### src/rtl/break_count_collector_if.sv
// Batch, cluster and result signals of the break-count collector.
// The slave modport is the collector; the master modport is its environment.
interface break_count_collector_if #(
  parameter int unsigned CLUSTER_SIZE = 20,
  parameter int unsigned LIT_W        = 40,
  parameter int unsigned COUNT_W      = 16
);
  logic                    batch_valid_i;
  logic                    batch_ready_o;
  logic [LIT_W-1:0]        batch_val_i;
  logic [LIT_W-1:0]        batch_neg_i;
  logic [CLUSTER_SIZE-1:0] batch_mask_i;
  logic                    batch_last_i;
  logic [LIT_W-1:0]        var_val_mo;
  logic [LIT_W-1:0]        var_neg_mo;
  logic [CLUSTER_SIZE-1:0] break_mi;
  logic                    count_valid_o;
  logic                    count_ready_i;
  logic [COUNT_W-1:0]      break_count_o;
  logic                    count_sat_o;

  modport slave (
    input  batch_valid_i, batch_val_i, batch_neg_i, batch_mask_i, batch_last_i,
    input  break_mi, count_ready_i,
    output batch_ready_o, var_val_mo, var_neg_mo,
    output count_valid_o, break_count_o, count_sat_o
  );

  modport master (
    output batch_valid_i, batch_val_i, batch_neg_i, batch_mask_i, batch_last_i,
    output break_mi, count_ready_i,
    input  batch_ready_o, var_val_mo, var_neg_mo,
    input  count_valid_o, break_count_o, count_sat_o
  );
endinterface

### src/rtl/break_count_collector.sv
// Feeds clause batches to an evaluator cluster, waits out its pipeline and
// accumulates the masked break bits into one saturating total per candidate.
module break_count_collector #(
  parameter int unsigned CLUSTER_SIZE = 20,
  parameter int unsigned NSAT         = 3,
  parameter int unsigned REDUCE       = 1,
  parameter int unsigned EVAL_LATENCY = 2,
  parameter int unsigned COUNT_W      = 16
) (
  input  logic clk_i,
  input  logic rst_ni,
  break_count_collector_if.slave bus
);
  localparam int unsigned LIT_W = (NSAT - REDUCE) * CLUSTER_SIZE;
  localparam int unsigned POP_W = $clog2(CLUSTER_SIZE + 1);
  localparam int unsigned CNT_W = $clog2(EVAL_LATENCY + 1);
  localparam logic [COUNT_W-1:0] COUNT_MAX = '1;

  typedef enum logic [1:0] {IDLE, WAIT, ACCUM, DONE} state_e;

  state_e                  state_q, state_d;
  logic [LIT_W-1:0]        var_val_q, var_val_d;
  logic [LIT_W-1:0]        var_neg_q, var_neg_d;
  logic [CLUSTER_SIZE-1:0] mask_q, mask_d;
  logic                    last_q, last_d;
  logic [CNT_W-1:0]        cnt_q, cnt_d;
  logic [COUNT_W-1:0]      acc_q, acc_d;
  logic                    sat_q, sat_d;
  logic                    ready_q, ready_d;
  logic                    count_valid_q, count_valid_d;
  logic [COUNT_W-1:0]      break_count_q, break_count_d;

  logic [POP_W-1:0]        pop_c;
  logic [COUNT_W:0]        sum_c;

  // Masked popcount of the cluster's break bits plus the running total.
  always_comb begin
    pop_c = '0;
    for (int i = 0; i < int'(CLUSTER_SIZE); i++) begin
      pop_c = pop_c + POP_W'(bus.break_mi[i] & mask_q[i]);
    end
    sum_c = (COUNT_W+1)'(acc_q) + (COUNT_W+1)'(pop_c);
  end

  always_ff @(posedge clk_i or negedge rst_ni) begin
    if (!rst_ni) begin
      state_q       <= IDLE;
      var_val_q     <= '0;
      var_neg_q     <= '0;
      mask_q        <= '0;
      last_q        <= 1'b0;
      cnt_q         <= '0;
      acc_q         <= '0;
      sat_q         <= 1'b0;
      ready_q       <= 1'b0;
      count_valid_q <= 1'b0;
      break_count_q <= '0;
    end else begin
      state_q       <= state_d;
      var_val_q     <= var_val_d;
      var_neg_q     <= var_neg_d;
      mask_q        <= mask_d;
      last_q        <= last_d;
      cnt_q         <= cnt_d;
      acc_q         <= acc_d;
      sat_q         <= sat_d;
      ready_q       <= ready_d;
      count_valid_q <= count_valid_d;
      break_count_q <= break_count_d;
    end
  end

  always_comb begin
    state_d       = state_q;
    var_val_d     = var_val_q;
    var_neg_d     = var_neg_q;
    mask_d        = mask_q;
    last_d        = last_q;
    cnt_d         = cnt_q;
    acc_d         = acc_q;
    sat_d         = sat_q;
    count_valid_d = count_valid_q;
    break_count_d = break_count_q;

    unique case (state_q)
      IDLE: begin
        if (bus.batch_valid_i && ready_q) begin
          var_val_d = bus.batch_val_i;
          var_neg_d = bus.batch_neg_i;
          mask_d    = bus.batch_mask_i;
          last_d    = bus.batch_last_i;
          cnt_d     = CNT_W'(EVAL_LATENCY);
          state_d   = WAIT;
        end
      end
      WAIT: begin
        cnt_d = cnt_q - CNT_W'(1);
        if (cnt_q == CNT_W'(1)) state_d = ACCUM;
      end
      ACCUM: begin
        // Clamp once the total would overflow; the flag stays up until handshake.
        if (sum_c > {1'b0, COUNT_MAX}) begin
          acc_d = COUNT_MAX;
          sat_d = 1'b1;
        end else begin
          acc_d = sum_c[COUNT_W-1:0];
        end
        if (last_q) begin
          break_count_d = acc_d;
          count_valid_d = 1'b1;
          state_d       = DONE;
        end else begin
          state_d = IDLE;
        end
      end
      DONE: begin
        if (count_valid_q && bus.count_ready_i) begin
          count_valid_d = 1'b0;
          acc_d         = '0;
          sat_d         = 1'b0;
          state_d       = IDLE;
        end
      end
      default: state_d = IDLE;
    endcase

    ready_d = (state_d == IDLE);
  end

  assign bus.batch_ready_o = ready_q;
  assign bus.var_val_mo    = var_val_q;
  assign bus.var_neg_mo    = var_neg_q;
  assign bus.count_valid_o = count_valid_q;
  assign bus.break_count_o = break_count_q;
  assign bus.count_sat_o   = sat_q;
endmodule

### src/flat_wrapper.sv
// flat-port wrapper written by rule: the top's interface ports become plain ports
module break_count_collector_flat 
#(
  parameter int unsigned CLUSTER_SIZE = 20,
  parameter int unsigned NSAT         = 3,
  parameter int unsigned REDUCE       = 1,
  parameter int unsigned EVAL_LATENCY = 2,
  parameter int unsigned COUNT_W      = 16
)
  (clk_i, rst_ni, bus_batch_valid_i, bus_batch_val_i, bus_batch_neg_i, bus_batch_mask_i, bus_batch_last_i, bus_break_mi, bus_count_ready_i, bus_batch_ready_o, bus_var_val_mo, bus_var_neg_mo, bus_count_valid_o, bus_break_count_o, bus_count_sat_o);
  break_count_collector_if #(.CLUSTER_SIZE(CLUSTER_SIZE), .LIT_W((40)), .COUNT_W(COUNT_W)) bus_i ();
  input  logic clk_i;
  input  logic rst_ni;
  input wire logic [$bits(bus_i.batch_valid_i)-1:0] bus_batch_valid_i;
  input wire logic [$bits(bus_i.batch_val_i)-1:0] bus_batch_val_i;
  input wire logic [$bits(bus_i.batch_neg_i)-1:0] bus_batch_neg_i;
  input wire logic [$bits(bus_i.batch_mask_i)-1:0] bus_batch_mask_i;
  input wire logic [$bits(bus_i.batch_last_i)-1:0] bus_batch_last_i;
  input wire logic [$bits(bus_i.break_mi)-1:0] bus_break_mi;
  input wire logic [$bits(bus_i.count_ready_i)-1:0] bus_count_ready_i;
  output wire logic [$bits(bus_i.batch_ready_o)-1:0] bus_batch_ready_o;
  output wire logic [$bits(bus_i.var_val_mo)-1:0] bus_var_val_mo;
  output wire logic [$bits(bus_i.var_neg_mo)-1:0] bus_var_neg_mo;
  output wire logic [$bits(bus_i.count_valid_o)-1:0] bus_count_valid_o;
  output wire logic [$bits(bus_i.break_count_o)-1:0] bus_break_count_o;
  output wire logic [$bits(bus_i.count_sat_o)-1:0] bus_count_sat_o;
  assign bus_i.batch_valid_i = bus_batch_valid_i;
  assign bus_i.batch_val_i = bus_batch_val_i;
  assign bus_i.batch_neg_i = bus_batch_neg_i;
  assign bus_i.batch_mask_i = bus_batch_mask_i;
  assign bus_i.batch_last_i = bus_batch_last_i;
  assign bus_i.break_mi = bus_break_mi;
  assign bus_i.count_ready_i = bus_count_ready_i;
  assign bus_batch_ready_o = bus_i.batch_ready_o;
  assign bus_var_val_mo = bus_i.var_val_mo;
  assign bus_var_neg_mo = bus_i.var_neg_mo;
  assign bus_count_valid_o = bus_i.count_valid_o;
  assign bus_break_count_o = bus_i.break_count_o;
  assign bus_count_sat_o = bus_i.count_sat_o;
  break_count_collector #(.CLUSTER_SIZE(CLUSTER_SIZE), .NSAT(NSAT), .REDUCE(REDUCE), .EVAL_LATENCY(EVAL_LATENCY), .COUNT_W(COUNT_W)) u_core (.clk_i(clk_i), .rst_ni(rst_ni), .bus(bus_i));
endmodule
### config.mk
export PLATFORM = sky130hd
export DESIGN_NAME = break_count_collector_flat
export DESIGN_NICKNAME = d
export VERILOG_FILES = /design/src/rtl/break_count_collector_if.sv /design/src/rtl/break_count_collector.sv /design/src/flat_wrapper.sv
export SDC_FILE = /design/constraint.sdc
export NUM_CORES = 1
export LEC_CHECK = 0
export BUFFER_PORTS_ARGS = -buffer_cell sky130_fd_sc_hd__buf_4
export CAP_MARGIN = 20
export CORE_UTILIZATION = 25
export DETAILED_ROUTE_END_ITERATION = 12
export PLACE_DENSITY = 0.46
export RECOVER_POWER = 50
export REMOVE_ABC_BUFFERS = 1
export SLEW_MARGIN = 25
export SYNTH_ARGS = -nofsm -noshare
export SYNTH_HDL_FRONTEND = slang
export SYNTH_SLANG_ARGS = --single-unit
### constraint.sdc
create_clock -name clk_i -period 14.8 [get_ports clk_i]
set_input_delay 0.74 -clock clk_i [delete_from_list [all_inputs] [get_ports clk_i]]
set_output_delay 0.74 -clock clk_i [all_outputs]
set_load 0.03 [all_outputs]
==> summary.txt, run 1 <==
Result of the run = finished, violations left
Violated checks = max-capacitance violations, max-slew violations
Area added between synthesis and finish = 33.3%
Post-layout utilization of the core = 34.1%
Number of clock buffers inserted by TritonCTS = 17
Non-Filler Cell Area, Final = 8610 sq um
Maximum achievable frequency = 171 MHz
Detail-routed net length per standard cell = 14.3 um
Final count of hold timing violations = 0
Sequential share of the synthesized area = 54.2%
Final critical-path setup slack = 8.96 ns
Io pins = 224
Power density over the cells = 254 nW/um^2
CTS sink count = 140
Number of global-route vias before repair = 5,422
Cell count after placement = 1,230
Largest vdd supply drop = 140 uV
Initial antenna violation count = 0
Core Box Area = 25,300 sq um
Worst slew slack as a fraction of its limit = -187%
Setup repair after global routing missed its margin = false
Site Rows = 58
EDFF count, synth = 0
Number of buffer cells added on primary ports = 223
First drt pass iteration count = 4
Weighted congestion reported at the end of routability-driven placement = 0.782
Post-route clock skew = 0.0142 ns
Overall die height = 163 um
Clock tree from TritonCTS = done
Setup Fix Bufs, Post-CTS = 0
Hold depth = 2
Count of routing violations after the opening detailed-route iteration = 207
Worst-Skew Late Latency = 0.42 ns
Post-placement worst setup slack = 8.50 ns
Total routed wirelength = 18.1 mm
Number of slew-limit violations in the final report = 79
Amount of wire on met3 after detailed routing = 1.54 mm
Destination of the worst hold path = u_core.mask_q[4]$_DFFE_PN0P_
Crit path kind = reg -> reg
Total area of sequential cells = 3500 sq um
Wire length the detailed router placed on met1 = 7.83 mm
Clock root cell = clkbuf_16
Starting Density = 25.6%
Number of fill cells = 2,798
Met2 wire length = 8.55 mm
First-pass GRT wire length = 29.0 mm
Minimum period implied by the final worst setup slack = 5.84 ns
Critical Path Source Type = flip-flop
Netlist area before placement = 6460 sq um
Layout cell share with drive strength beyond 1 = 18.1%
Pin count of the biggest net entering global routing = 94
Hold_buf cts = 0
Via-to-Cell Ratio = 4.22
Data arrival, critical path = 6.19 ns
Final number of setup-violating endpoints = 0
Total power = 2.18 mW
Most used standard cell by instance count after synthesis = nand2_1
Hpwl dp = 12.6 mm
Endpoint of the worst register-to-register path = u_core.acc_q[5]$_DFFE_PN0P_
Share of synthesized flip-flops with an asynchronous set or reset = 100%
Routed Antenna Nets = 0
Ys flop type = dfrtp_1
Post-synthesis cell type count = 47
HP Class = reg -> reg
Post-route insts no fill = 1,262
Die W = 163 um
Endpoint type of the worst setup path = flip-flop
GRT Overall Usage = 14.2%
Multi-input combinational cell area = 2710 sq um
Count of unresolved DRC violations after routing = 0
Period utilization = 39.5%
Clock transition at path regs = 0.06 ns
Highest net fanout along the worst path = 10
Reported leakage power = 4.35 nW
Post-synthesis instance total = 705
Synth cell count leaders = 319 x nand2_1, 140 x dfrtp_1, 28 x inv_1
Required time of the critical path = 15.15 ns
Clk buf depth = 2
Number of cells on the worst reg-to-reg path = 17
Max-cap violation count = 1
Worst-margin pin slew = 4.30 ns
CTS H-tree depth = 4
Source of the worst hold timing path = u_core.mask_q[4]$_DFFE_PN0P_
Highest metal layer with signal wires = met4
Average cell area after synthesis = 9.16 sq um
Synth area leader = dfrtp_1
Post-CTS resize count = 0
Placed standard-cell area = 8440 sq um
Portion of synthesized cell area occupied by the leading cell type = 54.2%
Top cells by area, synth = dfrtp_1 54%, nand2_1 19%, fa_1 4.6%, ha_1 2.5%, buf_2 1.6%
Inserted Diodes = 0
Count of synthesis-stage warnings from yosys = 0
Setup tns final = 0 ns
Crit Reg-Reg Startpoint = u_core.mask_q[3]$_DFFE_PN0P_
Post-Route Hold Slack = 0.466 ns
Vias after detailed routing = 5,327
Register-to-register setup slack = 8.96 ns
Congestion Overflow GR = 0
Final Net Count = 1,072
Synthesis-stage register bit count = 140
Die footprint = 26,500 sq um
==> worst max-delay path, stage by stage, from the launching register on <==
cell and delay (ns):
dfrtp_1 0.42, and2_1 0.17, fa_1 0.55, inv_1 0.06, fa_1 0.50, fa_1 0.51, fa_1 0.52, fa_1 0.54
inv_1 0.05, ha_1 0.22, fa_1 0.51, inv_1 0.06, fa_1 0.46, nor2b_4 0.18, o31ai_4 0.10, a211oi_4 0.57
o21ai_1 0.13, a21bo_1 0.22
==> area by class of cell <==
class	count	share of cell area [%]
Sequential cell	140	40.7
Multi-Input combinational cell	505	31.4
Timing Repair Buffer	227	15.5
Clock buffer	19	5.14
Tap cell	330	4.80
Clock inverter	13	1.25
Inverter	28	1.22
==> how the worst max path moves through the flow <==
| stage | start | endpoint | depth (start not counted) |
|---|---|---|---|
| after floorplan | bus_break_mi[3] | u_core.acc_q[10]$_DFFE_PN0P_ | 17 |
| after global placement | bus_break_mi[3] | u_core.acc_q[10]$_DFFE_PN0P_ | 18 |
| after detailed placement | bus_break_mi[3] | u_core.acc_q[5]$_DFFE_PN0P_ | 18 |
| after CTS | u_core.mask_q[3]$_DFFE_PN0P_ | u_core.acc_q[5]$_DFFE_PN0P_ | 17 |
| after global routing | u_core.mask_q[3]$_DFFE_PN0P_ | u_core.acc_q[11]$_DFFE_PN0P_ | 17 |
| final | u_core.mask_q[3]$_DFFE_PN0P_ | u_core.acc_q[5]$_DFFE_PN0P_ | 17 |
==> where the power goes <==
part / internal, mW / total, mW / switching [mW]
clock network: 0.223 / 0.409 / 0.186
registers: 0.543 / 0.634 / 0.0906
logic: 0.376 / 1.14 / 0.763
total: 1.14 / 2.18 / 1.04
==> metal layers <==
layer / track usage [%] / vias up
met5: 0 / -
met4: 3.61 / 0
met3: 6.09 / 12
met2: 22.6 / 142
met1: 17.5 / 2504
li1: - / 2669
==> placed cells by master, fill, tap and decap left out, types with 3 or more instances in the layout <==
| master | netlist | final |
|---|---|---|
| nand2_1 | 319 | 319 |
| dfrtp_1 | 140 | 140 |
| buf_4 | 0 | 126 |
| clkbuf_1 | 8 | 101 |
| inv_1 | 28 | 28 |
| o21ai_0 | 20 | 20 |
| a21oi_1 | 19 | 19 |
| nor2_1 | 18 | 18 |
| clkbuf_16 | 0 | 17 |
| fa_1 | 15 | 15 |
| and2_1 | 13 | 13 |
| ha_1 | 13 | 13 |
| a21o_1 | 12 | 12 |
| a31oi_1 | 9 | 9 |
| a22o_1 | 8 | 8 |
| xor2_1 | 6 | 6 |
| o21ai_1 | 5 | 5 |
| nand3_1 | 6 | 5 |
| inv_6 | 0 | 5 |
| o22a_1 | 4 | 4 |
| clkinvlp_4 | 0 | 4 |
| nand2b_1 | 3 | 3 |
| nor2b_1 | 3 | 3 |
| xnor2_1 | 3 | 3 |
==> state kept, by name (all words and copies together) (netlist names) <==
| register | count |
|---|---|
| u_core.bus.count_valid_o | 1 |
| u_core.state_q | 2 |
| u_core.mask_q | 20 |
| u_core.last_q | 1 |
| u_core.bus.break_count_o | 16 |
| u_core.bus.var_val_mo | 40 |
| u_core.bus.var_neg_mo | 40 |
| u_core.acc_q | 16 |
| u_core.bus.batch_ready_o | 1 |
| u_core.cnt_q | 2 |
| u_core.bus.count_sat_o | 1 |
==> kinds of logic after synthesis <==
| group | Yosys count | synth area share [%] |
|---|---|---|
| fa+ha+maj | 28 | 7.17 |
| flops | 140 | 54.2 |
| xor+xnor | 9 | 1.22 |
| buf+inv | 60 | 4.05 |
| compound gates | 97 | 10.3 |
| simple gates | 371 | 23.0 |
Power figures use the tool's default switching activity.
==> inputs of run 2 (changes only) <==
--- a/config.mk
+++ b/config.mk
@@ -5,11 +5,12 @@
 export SDC_FILE = /design/constraint.sdc
 export NUM_CORES = 1
 export LEC_CHECK = 0
+export ABC_AREA = 1
 export BUFFER_PORTS_ARGS = -buffer_cell sky130_fd_sc_hd__buf_4
 export CAP_MARGIN = 20
 export CORE_UTILIZATION = 25
 export DETAILED_ROUTE_END_ITERATION = 12
-export PLACE_DENSITY = 0.46
+export PLACE_DENSITY = 0.47
 export RECOVER_POWER = 50
 export REMOVE_ABC_BUFFERS = 1
 export SLEW_MARGIN = 25
==> constraint.sdc (replaced) <==
create_clock -name clk_i -period 4.7 [get_ports clk_i]
set_input_delay 0.235 -clock clk_i [delete_from_list [all_inputs] [get_ports clk_i]]
set_output_delay 0.235 -clock clk_i [all_outputs]
set_load 0.03 [all_outputs]
==> run 2 against run 1 <==
The flow finishes with violations (max-capacitance violations, max-slew violations, negative setup slack). Clock-buffer cell count fell by 1. Flip-flop and latch count did not move. First-iteration DRC count fell by 2.4%. Via count rose by 11%. Critical path depth rose by 6. Clock skew fell by 0.0048 ns. Combinational power rose to 3.8 times the previous value. Register-to-register slack got worse by 9.4 ns. Global-route usage rose by 1.2 points.
==> summary.txt, run 2 <==
Result of the run = finished, violations left
Violated checks = max-capacitance violations, max-slew violations, negative setup slack
Buffers and inverters on the worst path = 4 (+1)
Core Box Area = 25,400 sq um (+0.57%)
Number of global-route vias before repair = 6,351 (+17%)
Die footprint = 26,800 sq um (+1.1%)
Final Net Count = 1,238 (+15%)
Site Rows = 58 (unchanged)
Clock root cell = clkbuf_16
Most frequent standard cell in the layout excluding fill and tap cells = nand2_1
Setup tns final = -13.87 ns (-13.87 ns)
Starting Density = 25.7% (+0.12 points)
Final number of setup-violating endpoints = 33 (+33)
Post-Route Hold Slack = 0.0222 ns (-0.444 ns)
Post-route clock skew = 0.00937 ns (-0.00479 ns)
Number of buffer cells added on primary ports = 223 (unchanged)
Max-cap violation count = 1 (unchanged)
CTS sink count = 140 (unchanged)
Worst slew slack as a fraction of its limit = -87.4% (+100 points)
Worst-Skew Late Latency = 0.41 ns (about the same)
Post-synthesis cell type count = 29 (-38%)
EDFF count, synth = 0 (unchanged)
Data arrival, critical path = 5.52 ns (-0.67 ns)
Post-synthesis instance total = 793 (+12%)
Crit path kind = reg -> reg
Grt peak-use layer = met2
Ys flop type = dfrtp_1
Inserted Diodes = 0 (unchanged)
Reported leakage power = 5.27 nW (+21%)
Average cell area after synthesis = 8.23 sq um (-10%)
Layout cell share with drive strength beyond 1 = 23.1% (+5.0 points)
Initial antenna violation count = 0 (unchanged)
Clock tree from TritonCTS = done
Top Family by Delay on Critical Path = adder cells
Vias after detailed routing = 5,928 (+11%)
Clock transition at path regs = 0.07 ns (about the same)
Post-route insts no fill = 1,428 (+13%)
Count of synthesis-stage warnings from yosys = 0 (unchanged)
Synth cell count leaders = 466 x nand2_1, 140 x dfrtp_1, 54 x inv_1
Total routed wirelength = 19.2 mm (+6.5%)
Highest net fanout along the worst path = 6 (-4)
Share of synthesized flip-flops with an asynchronous set or reset = 100% (unchanged)
First drt pass iteration count = 4 (unchanged)
Number of clock buffers inserted by TritonCTS = 17 (unchanged)
Placed standard-cell area = 8630 sq um (+2.3%)
Io pins = 224 (unchanged)
First-pass GRT wire length = 31.8 mm (+9.7%)
Number of fill cells = 2,707 (-3.3%)
Top cells by area, synth = dfrtp_1 54%, nand2_1 27%, fa_1 4.6%, inv_1 3.1%, ha_1 2.5%
Largest vdd supply drop = 446 uV (+220%)
Setup repair after global routing missed its margin = true
Non-Filler Cell Area, Final = 9740 sq um (+13%)
Count of unresolved DRC violations after routing = 0 (unchanged)
Synth area leader = dfrtp_1
Met1 Resource Use GR = 16.8% (-0.72 points)
Pin count of the biggest net entering global routing = 88 (-6.4%)
Area added between synthesis and finish = 49.2%
CP peak stage delay = 0.54 ns (-0.03 ns)
Period utilization = 110% (+71 points)
Portion of synthesized cell area occupied by the leading cell type = 53.7% (-0.57 points)
Required time of the critical path = 5.05 ns (-10.10 ns)
Congestion Overflow GR = 0 (unchanged)
Clk buf depth = 2 (unchanged)
Cell with the largest stage delay on the worst path = fa_1
Sequential share of the synthesized area = 53.7% (-0.57 points)
Met3 Use GR = 7.08% (+1.0 points)
Routed Antenna Nets = 0 (unchanged)
Synthesis-stage register bit count = 140 (unchanged)
Count of routing violations after the opening detailed-route iteration = 202 (-2.4%)
Most used cells in the layout excluding fill and tap cells = 455 x nand2_1, 173 x buf_4, 140 x dfrtp_1, 71 x clkbuf_1, 52 x dlygate4sd3_1
Worst path most repeated cell = fa_1
Global-route met2 utilization = 26.9% (+4.2 points)
Maximum achievable frequency = 193 MHz (+13%)
Number of slew-limit violations in the final report = 49 (-38%)
Detail-routed net length per standard cell = 13.5 um (-5.9%)
Die W = 164 um (+0.53%)
HP Class = in -> reg
Critical Path Source Type = flip-flop
CTS H-tree depth = 4 (unchanged)
Weighted congestion reported at the end of routability-driven placement = 0.800 (+2.3%)
Register-to-register setup slack = -0.47 ns (-9.43 ns)
Power density over the cells = 790 nW/um^2 (+210%)
Netlist area before placement = 6530 sq um (+1.1%)
Cell-by-cell listing of the critical path = nand2_2 > inv_2 > fa_1 > fa_1 > inv_2 > fa_1 > fa_1 > fa_1 > inv_1 > ha_2 > fa_2 > a21oi_2 > o21bai_1 > ha_1 > nand2_2 > nor2_2 > nand3_2 > nand2_4 > nand3_4 > buf_12 > nand3_2 > nand2_1 > nand2_1
Final count of hold timing violations = 0 (unchanged)
Via-to-Cell Ratio = 4.15 (-1.7%)
Hpwl dp = 13.3 mm (+5.6%)
Final critical-path setup slack = -0.469 ns (-9.43 ns)
Endpoint type of the worst setup path = flip-flop
Minimum period implied by the final worst setup slack = 5.17 ns (-0.671 ns)
Overall die height = 164 um (+0.53%)
Worst-margin pin slew = 2.81 ns (-1.49 ns)
GRT Overall Usage = 15.4% (+1.2 points)
Most used standard cell by instance count after synthesis = nand2_1
Cell count after placement = 1,335 (+8.5%)
-- run 2: changes by cell type after synthesis, sizes merged, moves of 13 or more --
cell	previous run	this run
a21o	13	0
inv	28	56
a21oi	21	4
nand2	320	469
o21ai	25	7
and2	13	0
nand3	6	25
-- run 2: final timing paths --
kind	start	depth (start not counted)	to
max	u_core.mask_q[8]$_DFFE_PN0P_	23	u_core.acc_q[11]$_DFFE_PN0P_
min	bus_batch_val_i[31]	3	u_core.bus.var_val_mo[31]$_DFFE_PN0P_
max reg2reg	u_core.mask_q[8]$_DFFE_PN0P_	23	u_core.acc_q[11]$_DFFE_PN0P_
min reg2reg	u_core.bus.var_val_mo[2]$_DFFE_PN0P_	2	u_core.bus.var_val_mo[2]$_DFFE_PN0P_
max in group asynchronous	rst_ni	4	u_core.bus.var_val_mo[4]$_DFFE_PN0P_
min in group asynchronous	rst_ni	2	u_core.bus.break_count_o[0]$_DFFE_PN0P_
-- run 2: tightest hold or removal path, delay by kind of cell --
| kind | cells | cell delay, ns |
|---|---|---|
| buf+inv | 1 | 0.08 |
| simple gates | 2 | 0.09 |
-- run 2: kinds of logic after synthesis --
group                      Yosys count  synth area share, %
and+or+nand+nor                    520                 31.7
DFF                                140                 53.7
buffers and inverters               84                 5.37
adders and majority gates           28                 7.09
AOI/OAI and AO/OA                   14                 1.19
xor gates and xnor gates             7                0.939
-- run 2: through the flow --
stage / utilization, % / power [mW] / setup WS [ns]
2_1_floorplan: - / 4.64 / -2.05
3_3_place_gp: 33.9 / 6.15 / -0.749
3_5_place_dp: 34.0 / 6.18 / -0.836
4_1_cts: 39.1 / 7.96 / -0.502
5_1_grt: 38.3 / 8.51 / -0.745
6_report: 38.3 / 7.70 / -0.469
-- run 2: power by group --
part           leakage (nW)  total (mW)  internal (mW)  switching [mW]
sequential             1.78        1.99           1.71           0.280
clock                 0.301        1.41          0.822           0.592
combinational          3.20        4.29           1.64            2.66
total                  5.27        7.70           4.17            3.53
-- run 2: area by class of cell --
class	instances	area, sq um	area share [%]
Clock buffer	18	439	4.51
Multi-Input combinational cell	569	2830	29.1
Inverter	56	211	2.17
Clock inverter	14	176	1.81
Tap cell	330	413	4.24
Timing Repair Buffer	301	2160	22.2
Sequential cell	140	3500	36.0
-- run 2: layer usage --
metal | share of wire (%) | routed length [um]
met2 | 50 | 9550
met4 | 1.3 | 257
met5 | 0 | 0
met3 | 9.3 | 1790
met1 | 40 | 7630
-- run 2: what timing repair did --
action                     in CTS  in global routing
gates resized for setup        30                 15
pin swaps                      30                 11
hold buffers                   51                  1
setup endpoints to repair      33                 33
cloned                          1                  0
buffers inserted                7                  2
hold endpoints to repair       97                  1
==> inputs of run 3 (changes only) <==
--- a/config.mk
+++ b/config.mk
@@ -8,10 +8,11 @@
 export ABC_AREA = 1
 export BUFFER_PORTS_ARGS = -buffer_cell sky130_fd_sc_hd__buf_4
 export CAP_MARGIN = 20
+export CORE_ASPECT_RATIO = 1.4
 export CORE_UTILIZATION = 25
 export DETAILED_ROUTE_END_ITERATION = 12
 export PLACE_DENSITY = 0.47
-export RECOVER_POWER = 50
+export RECOVER_POWER = 25
 export REMOVE_ABC_BUFFERS = 1
 export SLEW_MARGIN = 25
 export SYNTH_ARGS = -nofsm -noshare
==> run 3 against run 2 <==
The run ends with design-rule violations, max-capacitance violations, max-slew violations, negative setup slack left. Setup slack got worse by 0.019 ns. First-iteration DRC count is 11% higher. Global-route usage rose by 0.35 points. Non-clock buffer count grew 35. Largest cell class unchanged. Clock-buffer cell count stayed put. Via count up 2.7%. Sequential share of layout area is 1.4 points lower. Critical endpoint is now u_core.acc_q[3]$_DFFE_PN0P_. Worst hold slack improved by 0.0083 ns. Cell area rose by 4.2%. Flip-flop and latch count unchanged.
==> summary.txt, run 3 (synthesis results as in run 2) <==
Result of the run = finished, violations left
Violated checks = design-rule violations, max-capacitance violations, max-slew violations, negative setup slack
Highest net fanout along the worst path = 8 (+2)
Total power = 7.74 mW (+0.61%)
Max-cap violation count = 1 (unchanged)
Reported leakage power = 5.47 nW (+3.7%)
Number of buffer cells added on primary ports = 223 (unchanged)
Count of unresolved DRC violations after routing = 17 (+17)
HP Class = in -> reg
CTS H-tree depth = 4 (unchanged)
Final Net Count = 1,274 (+2.9%)
Cell-internal power = 4.19 mW (+0.42%)
Post-route clock skew = 0.00955 ns (+0.000181 ns)
Most frequent standard cell in the layout excluding fill and tap cells = nand2_1
Site Rows = 69 (+19%)
Clock transition at path regs = 0.07 ns (about the same)
Maximum achievable frequency = 193 MHz (-0.37%)
Weighted congestion reported at the end of routability-driven placement = 0.816 (+2.0%)
Period utilization = 110% (+0.41 points)
Post-Route Hold Slack = 0.0305 ns (+0.00825 ns)
Sequential power share = 25.7% (about the same)
Via-to-Cell Ratio = 4.19 (+0.88%)
Number of slew-limit violations in the final report = 41 (-16%)
CTS sink count = 140 (unchanged)
Die W = 139 um (-15%)
Starting Density = 25.5% (-0.16 points)
Share of total power in combinational logic = 56.3% (+0.5 points)
Die footprint = 26,800 sq um (about the same)
Final number of setup-violating endpoints = 33 (unchanged)
Number of clock buffers inserted by TritonCTS = 17 (unchanged)
Critical Path Source Type = flip-flop
Number of global-route vias before repair = 6,252 (-1.6%)
Cell count after placement = 1,327 (-0.60%)
Count of routing violations after the opening detailed-route iteration = 224 (+11%)
Clock root cell = clkbuf_16
Pin count of the biggest net entering global routing = 88 (unchanged)
Required time of the critical path = 5.06 ns (about the same)
Minimum period implied by the final worst setup slack = 5.19 ns (+0.0191 ns)
Sw Share = 45.9% (+0.10 points)
Clock tree from TritonCTS = done
Number of fill cells = 2,657 (-1.8%)
Crit path kind = reg -> reg
Post-route insts no fill = 1,454 (+1.8%)
Total routed wirelength = 20.2 mm (+4.9%)
Data arrival, critical path = 5.54 ns (+0.02 ns)
Detail-routed net length per standard cell = 13.9 um (+3.0%)
Setup repair after global routing missed its margin = true
Power density over the cells = 763 nW/um^2 (-3.4%)
Non-Filler Cell Area, Final = 10,100 sq um (+4.2%)
Endpoint type of the worst setup path = flip-flop
Share of total power in the clock network = 17.9% (-0.5 points)
Most used cells in the layout excluding fill and tap cells = 448 x nand2_1, 196 x buf_4, 140 x dfrtp_1, 91 x dlygate4sd3_1
Final critical-path setup slack = -0.488 ns (-0.0191 ns)
Hpwl dp = 13.9 mm (+4.1%)
Overall die height = 193 um (+18%)
First drt pass iteration count = 9 (+5)
First-pass GRT wire length = 32.4 mm (+1.7%)
Io pins = 224 (unchanged)
Routed Antenna Nets = 0 (unchanged)
Clk buf depth = 2 (unchanged)
Initial antenna violation count = 1 (+1)
Layout cell share with drive strength beyond 1 = 25.0% (+1.9 points)
Congestion Overflow GR = 0 (unchanged)
Final count of hold timing violations = 0 (unchanged)
Vias after detailed routing = 6,089 (+2.7%)
Area added between synthesis and finish = 55.4%
Placed standard-cell area = 8620 sq um (-0.13%)
Worst-Skew Late Latency = 0.43 ns (+0.02 ns)
Worst slew slack as a fraction of its limit = -60.1% (+27 points)
Core Box Area = 25,600 sq um (+0.61%)
Post-layout utilization of the core = 39.7% (+1.4 points)
Net switching component of the power = 3.56 mW (+0.84%)
GRT Overall Usage = 15.8% (+0.35 points)
Largest vdd supply drop = 545 uV (+22%)
Worst-margin pin slew = 2.40 ns (-0.409 ns)
==> run 3: cell count changes in the layout (fill, tap and decap cells not counted), moves of 7 or more <==
| cell | previous run | this run |
|---|---|---|
| nand2_2 | 7 | 18 |
| dlygate4sd3_1 | 52 | 91 |
| buf_4 | 173 | 196 |
| nand2_1 | 455 | 448 |
| clkbuf_1 | 71 | 49 |
==> run 3: final cells by class <==
cell class                 instances  area (sq um)  area share, %
sequential                       140          3500           34.5
multi-input combinational        570          2870           28.3
timing repair buffer             336          2570           25.3
clock buffer                      18           439           4.33
tap                              319           399           3.93
inverter                          56           211           2.08
clock inverter                    14           156           1.54
antenna                            1          2.50         0.0247
==> run 3: metrics by stage <==
step	TNS, ns	worst slack, ns
final	-14.17	-0.488
after global routing	-22.50	-0.727
after CTS	-14.40	-0.472
after detailed placement	-22.25	-0.720
after global placement	-21.94	-0.725
after floorplan	-215.61	-2.05
==> run 3: critical path, stage by stage (launching register included) <==
cell	delay (ns)
dfrtp_1	0.37
nand2_1	0.07
inv_2	0.04
fa_1	0.52
inv_1	0.05
fa_1	0.47
fa_1	0.57
fa_1	0.44
fa_1	0.52
inv_1	0.04
ha_2	0.19
fa_2	0.36
a21oi_2	0.12
o21bai_1	0.09
ha_2	0.39
nand2_2	0.09
nor2_4	0.11
nand3_4	0.08
nand2_4	0.10
nand3_4	0.19
nand2_2	0.14
inv_2	0.05
o21ai_2	0.12
==> run 3: timing repair <==
| action | CTS | global route |
|---|---|---|
| buffers inserted | 2 | 0 |
| hold buffers | 91 | 0 |
| endpoints found under the hold margin | 128 | 0 |
| setup endpoints to repair | 33 | 33 |
| gates cloned | 1 | 0 |
| pin swaps | 20 | 24 |
| gates resized for setup | 28 | 24 |
==> run 3: power groups by stage <==
stage | Sequential, mW | Combinational [mW] | Clock (mW)
after CTS | 2.00 | 4.48 | 1.44
final | 1.99 | 4.36 | 1.39
after floorplan | 2.73 | 1.91 | 0
after detailed placement | 2.00 | 4.28 | 0
after global placement | 2.00 | 4.26 | 0
after global routing | 2.06 | 4.97 | 1.49
==> run 3: worst paths after layout <==
path / startpoint / end / slack, ns / cells after the start
setup / recovery: u_core.mask_q[3]$_DFFE_PN0P_ / u_core.acc_q[3]$_DFFE_PN0P_ / -0.49 / 22
hold / removal: bus_batch_val_i[13] / u_core.bus.var_val_mo[13]$_DFFE_PN0P_ / 0.03 / 3
setup reg to reg: u_core.mask_q[3]$_DFFE_PN0P_ / u_core.acc_q[3]$_DFFE_PN0P_ / -0.49 / 22
hold reg to reg: u_core.bus.var_neg_mo[24]$_DFFE_PN0P_ / u_core.bus.var_neg_mo[24]$_DFFE_PN0P_ / 0.47 / 2
max in group asynchronous: rst_ni / u_core.bus.var_neg_mo[21]$_DFFE_PN0P_ / 1.85 / 3
min in group asynchronous: rst_ni / u_core.mask_q[1]$_DFFE_PN0P_ / 1.09 / 2
==> run 3: metal layers <==
layer / part of all wire [%] / vias up / GRT usage, %
li1: - / 3050 / -
met1: 41 / 2814 / 17.6
met2: 50 / 195 / 27.5
met3: 7.0 / 30 / 5.21
met4: 2.3 / 0 / 6.83
met5: 0 / - / 0
